<file path="src/rtl/if_id_queue.sv">
// IF/ID pipeline queue: buffers fetched {pc, instruction, compressed} entries
// between fetch and decode, drops bubbles, and discards everything on flush.
// Optional performance counters are compiled in with `define IFID_PERF_EN.
module if_id_queue #(
    parameter int unsigned XLEN  = 32,
    parameter int unsigned DEPTH = 2
) (
    input  logic                     clk,
    input  logic                     Rst,
    input  logic                     flush,
    input  logic                     if_valid,
    output logic                     if_ready,
    input  logic [XLEN-1:0]          if_pc,
    input  logic [XLEN-1:0]          if_ins,
    input  logic                     if_comp,
    output logic                     id_valid,
    input  logic                     id_ready,
    output logic [XLEN-1:0]          id_pc,
    output logic [XLEN-1:0]          id_ins,
    output logic                     id_comp,
    output logic [$clog2(DEPTH):0]   occupancy,
    output logic [31:0]              stall_cnt,
    output logic [31:0]              flush_cnt
);

    localparam int unsigned AW = $clog2(DEPTH);
    localparam int unsigned CW = AW + 1;
    localparam logic [CW-1:0] FULL = CW'(DEPTH);

    logic [AW-1:0]   wr_ptr_q, wr_ptr_d;
    logic [AW-1:0]   rd_ptr_q, rd_ptr_d;
    logic [CW-1:0]   count_q,  count_d;
    logic [XLEN-1:0] pc_q  [DEPTH];
    logic [XLEN-1:0] pc_d  [DEPTH];
    logic [XLEN-1:0] ins_q [DEPTH];
    logic [XLEN-1:0] ins_d [DEPTH];
    logic            comp_q [DEPTH];
    logic            comp_d [DEPTH];

    logic push;
    logic pop;
    logic store;

    // Handshakes; if_ready depends only on reset and stored count
    assign if_ready = !Rst && (count_q < FULL);
    assign id_valid = (count_q != '0);
    assign push     = if_valid && if_ready;
    assign pop      = id_valid && id_ready;
    assign store    = push && !flush && (if_ins != '0);

    // Head entry toward decode, forced to zero when empty
    assign id_pc     = id_valid ? pc_q[rd_ptr_q]   : '0;
    assign id_ins    = id_valid ? ins_q[rd_ptr_q]  : '0;
    assign id_comp   = id_valid ? comp_q[rd_ptr_q] : 1'b0;
    assign occupancy = count_q;

    // Next-state for pointers, count and storage; flush wins over push/pop
    always_comb begin
        wr_ptr_d = wr_ptr_q;
        rd_ptr_d = rd_ptr_q;
        count_d  = count_q;
        pc_d     = pc_q;
        ins_d    = ins_q;
        comp_d   = comp_q;
        if (flush) begin
            count_d  = '0;
            rd_ptr_d = wr_ptr_q;
        end else begin
            if (store) begin
                pc_d[wr_ptr_q]   = if_pc;
                ins_d[wr_ptr_q]  = if_ins;
                comp_d[wr_ptr_q] = if_comp;
                wr_ptr_d         = wr_ptr_q + AW'(1);
            end
            if (pop) begin
                rd_ptr_d = rd_ptr_q + AW'(1);
            end
            case ({store, pop})
                2'b10:   count_d = count_q + CW'(1);
                2'b01:   count_d = count_q - CW'(1);
                default: count_d = count_q;
            endcase
        end
    end

    // Queue state registers
    always_ff @(posedge clk or posedge Rst) begin
        if (Rst) begin
            wr_ptr_q <= '0;
            rd_ptr_q <= '0;
            count_q  <= '0;
            pc_q     <= '{default: '0};
            ins_q    <= '{default: '0};
            comp_q   <= '{default: 1'b0};
        end else begin
            wr_ptr_q <= wr_ptr_d;
            rd_ptr_q <= rd_ptr_d;
            count_q  <= count_d;
            pc_q     <= pc_d;
            ins_q    <= ins_d;
            comp_q   <= comp_d;
        end
    end

`ifdef IFID_PERF_EN
    logic [31:0] stall_cnt_q, stall_cnt_d;
    logic [31:0] flush_cnt_q, flush_cnt_d;

    // Saturating stall and useful-flush counters
    always_comb begin
        stall_cnt_d = stall_cnt_q;
        flush_cnt_d = flush_cnt_q;
        if (if_valid && !if_ready && (stall_cnt_q != 32'hFFFF_FFFF)) begin
            stall_cnt_d = stall_cnt_q + 32'd1;
        end
        if (flush && (count_q != '0) && (flush_cnt_q != 32'hFFFF_FFFF)) begin
            flush_cnt_d = flush_cnt_q + 32'd1;
        end
    end

    // Counter registers, cleared only by reset
    always_ff @(posedge clk or posedge Rst) begin
        if (Rst) begin
            stall_cnt_q <= '0;
            flush_cnt_q <= '0;
        end else begin
            stall_cnt_q <= stall_cnt_d;
            flush_cnt_q <= flush_cnt_d;
        end
    end

    assign stall_cnt = stall_cnt_q;
    assign flush_cnt = flush_cnt_q;
`else
    assign stall_cnt = '0;
    assign flush_cnt = '0;
`endif

endmodule

</file>
<file path="config.mk">
export PLATFORM = sky130hd
export DESIGN_NAME = if_id_queue
export DESIGN_NICKNAME = d
export VERILOG_FILES = /design/src/rtl/if_id_queue.sv
export SDC_FILE = /design/constraint.sdc
export NUM_CORES = 1
export LEC_CHECK = 0
export ABC_CLOCK_PERIOD_IN_PS = 3750
export BUFFER_PORTS_ARGS = -buffer_cell sky130_fd_sc_hd__buf_2
export CAP_MARGIN = 20
export CORE_MARGIN = 2
export CORE_UTILIZATION = 47
export DETAILED_ROUTE_END_ITERATION = 16
export PLACE_DENSITY = 0.77
export REMOVE_ABC_BUFFERS = 1
export SLEW_MARGIN = 20
export SYNTH_ARGS = -nofsm -noshare
export SYNTH_HDL_FRONTEND = slang
export SYNTH_SLANG_ARGS = --single-unit
</file>
<file path="constraint.sdc">
create_clock -name clk -period 3.75 [get_ports clk]
set_clock_uncertainty 0.1 [all_clocks]
set_input_delay 0.1875 -clock clk [delete_from_list [all_inputs] [get_ports clk]]
set_output_delay 0.1875 -clock clk [all_outputs]
set_load 0.02 [all_outputs]
</file>
; ---- Yosys cells after proc, flatten, opt, wreduce, memory -nomap -nowiden
; Cells that the tools add are included.
; Widths: inputs -> output; s select.
[word_totals]
ff_bits = 134
in_bits = 70
out_inout_bits = 133
wordCells = 58
[op_classes]
n_mux = 23
eq_ne = 2
bitwise_logic = 3
n_reduce_logical = 13
n_addsub = 4
magnitude_cmp = 4
[ops]
columns = op, n
row1 = $mux 32, 9
row2 = $bwmux 64, 2
row3 = $demux 32 s1, 1
row4 = $reduce_bool 32->1, 1
row5 = $mux 1, 7
row6 = $logic_and 1x1->1, 6
row7 = $ge 2x2->1 const B, 2
row8 = $not 1->2, 2
row9 = $pmux 2 s2, 1
row10 = $reduce_bool 2->1, 2
row11 = $reduce_bool 3->1, 1
row12 = $add 1x1->1 const B, 2
row13 = $add 2x1->2 const B, 1
row14 = $bwmux 2, 1
row15 = $eq 2x1->1 const B, 1
row16 = $eq 2x2->1 const B, 1
row17 = $logic_not 1->1, 2
row18 = $lt 2x1->1 const B, 1
row19 = $lt 2x2->1 const B, 1
row20 = $mux 2, 1
row21 = $reduce_and 2->1, 1
row22 = $sub 2x1->2 const B, 1
row23 = $demux 1 s1, 1
row24 = $not 1->1, 1

; ---- Depth between registers and ports, before layout
[depth]
depth_word = 8
mapped_depth = 7
ltp_nobuf = 5

; ---- Worst setup path before layout
; OpenSTA, ideal clock, no wires.
[synth_path]
path_type = reg-to-reg
start = register count_q[1], in the netlist occupancy[1]
end = register comp_q[1] in the netlist's numbering
setup_slack_ns = 1.896
synth_period_minus_slack_ns = 1.854
setup_time_ns = 0.125
path_buffers = 2
required_time_ns = 3.525
stages_incl_launch_ff = 7
arrival_time_ns = 1.629
cell_sequence = dfrtp_1 > nor4b_4 > nor2b_1 > o21ai_1 > buf_4 > buf_6 > mux2_2
[synth_between]
elab_chain_cells = 6
[synth_rtl]
columns = element, line_no
row1 = from (decl), 32  ; logic [CW-1:0] count_q, count_d;
row2 = from (signal assigned), 98  ; count_q <= count_d;
row3 = $lt 2x2->1, 45  ; assign if_ready = !Rst && (count_q < FULL);
row4 = $logic_and 1x1->1, 45
row5 = $logic_and 1x1->1, 47  ; assign push = if_valid && if_ready;
row6 = $logic_and 1x1->1 (2 in a row), 49  ; assign store = push && !flush && (if_ins != '0);
row7 = $reduce_and 2->1 (no line), -
row8 = to (signal assigned), 101  ; comp_q <= comp_d;
row9 = to (decl), 37  ; logic comp_q [DEPTH];
; Every way passes these cells.
; A chain may end at the register's enable or synchronous reset.

; ---- Worst setup path after layout
[layout_path]
start = input port if_ins[4]
end = register ins_q[17] in the netlist's numbering
[layout_between]
elab_chain_cells = 3
[layout_rtl]
columns = element, line_no
row1 = from (decl), 14  ; input logic [XLEN-1:0] if_ins,
row2 = $reduce_bool 32->1, 49
row3 = $logic_and 1x1->1, 49
row4 = $reduce_and 2->1 (no line), -
row5 = to (signal assigned), 100  ; ins_q <= ins_d;
row6 = to (decl), 35  ; logic [XLEN-1:0] ins_q [DEPTH];
; Every way passes these cells.

==> results by group <==
Run status
  • Status: completed

Route
  • DR iter-0 viols: 148
  • Wire per inst: about 15 um
  • ANT nets after route: 0
  • Final WL: 13800 um
  • Post-route DRC violation count: 0
  • Vias: about 4500
  • Vias/cell: 4.89
  • DR pass1 iterations: 4

Power
  • Clock power share: 26.8%
  • PwrDens: 712 nW/um^2
  • Sw Ratio: 30.6%
  • Max VDD drop: slightly below 0.0004 V
  • Sequential power share: 42.6%
  • Leak: 4.16 nW
  • P_int: 4.20 mW
  • Logic pwr share: 30.5%
  • Sw power: approximately 1.9 mW

Setup path
  • Flop-to-flop setup slack: 1.64 ns
  • Crit path to: ins_q[17]
  • CP Cell Sequence: dlygate4sd3_1 > buf_2 > nor4_1 > nand4_1 > o211ai_1 > buf_4 > mux2_2
  • CP Launch Type: input port
  • WP buf/inv: 3
  • Kind of critical path: input port to flop
  • CP Capture Type: flop
  • Levels on crit path: 7
  • WP data required: 3.94 ns
  • Worst path top cell family by delay: buffers and inverters
  • CP max-delay cell: nor4_1
  • Crit-path max FO: 43
  • Slowest stage delay, CP: 0.58 ns
  • Reg2reg start: occupancy[1]
  • CP arrival: 3.29 ns
  • Worst R2R End: pc_q[40]
  • R2r worst-path depth: 5
  • Critical path origin: if_ins[4]

Layout
  • N_diodes: 0
  • Nets@finish: 800
  • Share of cells above drive strength 1: 35.0%
  • Commonest non-fill, non-tap cells in the layout: 138 x buf_2, 133 x dfrtp_1, 80 x mux2_2
  • Final Instance Area: 8490 um^2
  • Layout area overhead: 27.3%
  • Fin cells: roughly 920
  • Commonest non-fill, non-tap cell in the layout: buf_2

Floorplan
  • Std cell rows: 43
  • Die area: 15200 um^2
  • Initial Util: approximately 48%
  • Die height: around 120 um
  • I/O pins: 203
  • Placeable Area: 13900 um^2
  • DIE WIDTH: between 100 and 150 um

Global route
  • Number of antenna violations at the first check in global routing: 0
  • Largest net degree at the start of global routing: 114
  • Overall routing resource usage: 18.8%
  • First-pass GRT wire length: roughly 22000 um
  • Vias in the first global route: 4480
  • Grt total ovfl: 0

Timing
  • F_max: about 0.32 GHz
  • Final hold violation count: 0
  • Setup violators final: 0
  • Setup TNS: 0 ns
  • RSZ-0062 raised after global routing: false
  • Tmin final: 3.10 ns
  • Part of the cycle the worst path needs: ~83%
  • Rel. slew slack: about two fifths
  • Worst-Margin Slew: around 0.9 ns
  • Final hold slack: 0.0804 ns
  • Max Slew Vio Count: 0

Logic synthesis
  • Synth Register Bits: 134
  • Synth area leaders: dfrtp_1 50%, mux2_2 14%, mux2i_1 9.8%
  • Sequential fraction of the synthesis area: roughly 50%
  • Largest area contributor in the netlist: dfrtp_1
  • Yosys warns: 0
  • Syn avg cell area: 12.6 um^2
  • Post-synth top flop: dfrtp_1
  • Async S/R FF share, synth: 100%
  • Count of different cell masters after synthesis: 34
  • Post-Syn Instances: 530
  • Mapped Area: between 6000 and 7000 um^2
  • Top cell type's share of synthesized area: between 50% and 60%
  • Post-synth EDFFs: 0

Clocking
  • Clock Latency Late Sink: 0.41 ns
  • CTS Buf Count: 17
  • H-tree levels: 4
  • Setup Fix Bufs, Post-CTS: 0
  • Clock sink total: 134
  • Max clock buf depth: 2
  • Clk slew on worst S/H paths: 0.06 ns
  • CTS tree: yes
  • Root buf cell: clkbuf_16

Place
  • Placed cells: just over 800
  • Area after DPL: 7230 um^2
  • Port bufs: between 100 and 150
  • Final Wtd Congestion: about 0.80
  • Dpl hpwl: 8690 um

Worst hold path
  • Hold Crit Class: input port to flop

Run
  • Reported max-cap violation count: 0
[worst min-delay path by stage]
stage	end	slack, ns	cells past startpoint	from
after floorplan	occupancy[1]	0.15	1	flush
after global placement	pc_q[0]	0.31	2	if_pc[0]
after detailed placement	pc_q[17]	0.32	2	if_pc[17]
after CTS	occupancy[0]	0.06	3	id_ready
after global routing	occupancy[1]	0.10	4	id_ready
final	occupancy[0]	0.08	3	id_ready
[layer usage]
layer | track usage (%) | vias to the layer above | part of all wire (%)
li1 | - | 2107 | -
met1 | 22.8 | 2231 | 43
met3 | 4.66 | 16 | 5.1
met4 | 6.68 | 0 | 1.5
met5 | 0 | - | 0
met2 | 32.4 | 159 | 50
[power groups by stage]
stage                     Combinational, mW  Sequential (mW)  Clock [mW]
after detailed placement               1.80             2.60           0
after global routing                   2.02             2.66        1.74
after CTS                              1.86             2.57        1.67
after floorplan                        1.41             2.53           0
after global placement                 1.63             2.63           0
final                                  1.85             2.58        1.62
[cell families after synthesis]
kind of cell,Yosys count,synth area share (%)
xor gates and xnor gates,2,0.263
buffers and inverters,98,10.8
other,1,0.0562
AOI/OAI and AO/OA,9,0.825
muxes,195,31.7
DFF,134,50.3
and+or+nand+nor,91,6.13
[layout make-up]
cell class                 instances  area [um^2]
clock buffer                      23          488
sequential                       134         3360
timing repair buffer             212         1450
clock inverter                     9         98.8
multi-input combinational        361         2860
inverter                           4         22.5
tap                              180          225
fill                            1075         5390
[repair_timing]
action                    4_1_cts  5_1_grt
hold endpoints to repair      146        0
hold buffers                   67        0
resized for setup               0        0
[synth_stat cells (2+ instances only)]
| cell | instances |
|---|---|
| dfrtp_1 | 134 |
| mux2_2 | 80 |
| nor2_1 | 69 |
| buf_4 | 66 |
| mux2i_1 | 65 |
| mux2_1 | 50 |
| nor4_1 | 9 |
| clkbuf_1 | 8 |
| buf_2 | 6 |
| buf_6 | 5 |
| buf_8 | 5 |
| inv_1 | 4 |
| buf_1 | 3 |
| o21ai_0 | 3 |
| nand2_1 | 2 |
| nand2b_1 | 2 |
| nand4_1 | 2 |
[per-stage QoR]
step	setup WS, ns	utilization, %	total power, mW
5_1_grt	0.484	61.2	6.42
3_3_place_gp	0.961	51.9	4.26
2_1_floorplan	-0.886	-	3.94
3_5_place_dp	0.868	52.1	4.40
4_1_cts	0.678	61.2	6.10
6_report	0.647	61.2	6.05
[flip-flops by register name, summed over array words and instances, names as in the netlist]
register,cells
ins_q,64
pc_q,64
comp_q,2
occupancy,2
rd_ptr_q,1
wr_ptr_q,1
[worst register-to-register path, stage by stage (launching register included)]
cell and delay [ns]:
dfrtp_1 0.48, nor4b_4 0.39, nor2b_1 0.26, o21ai_4 0.08, buf_4 0.32, mux2_2 0.36
Power figures use the tool's default switching activity.
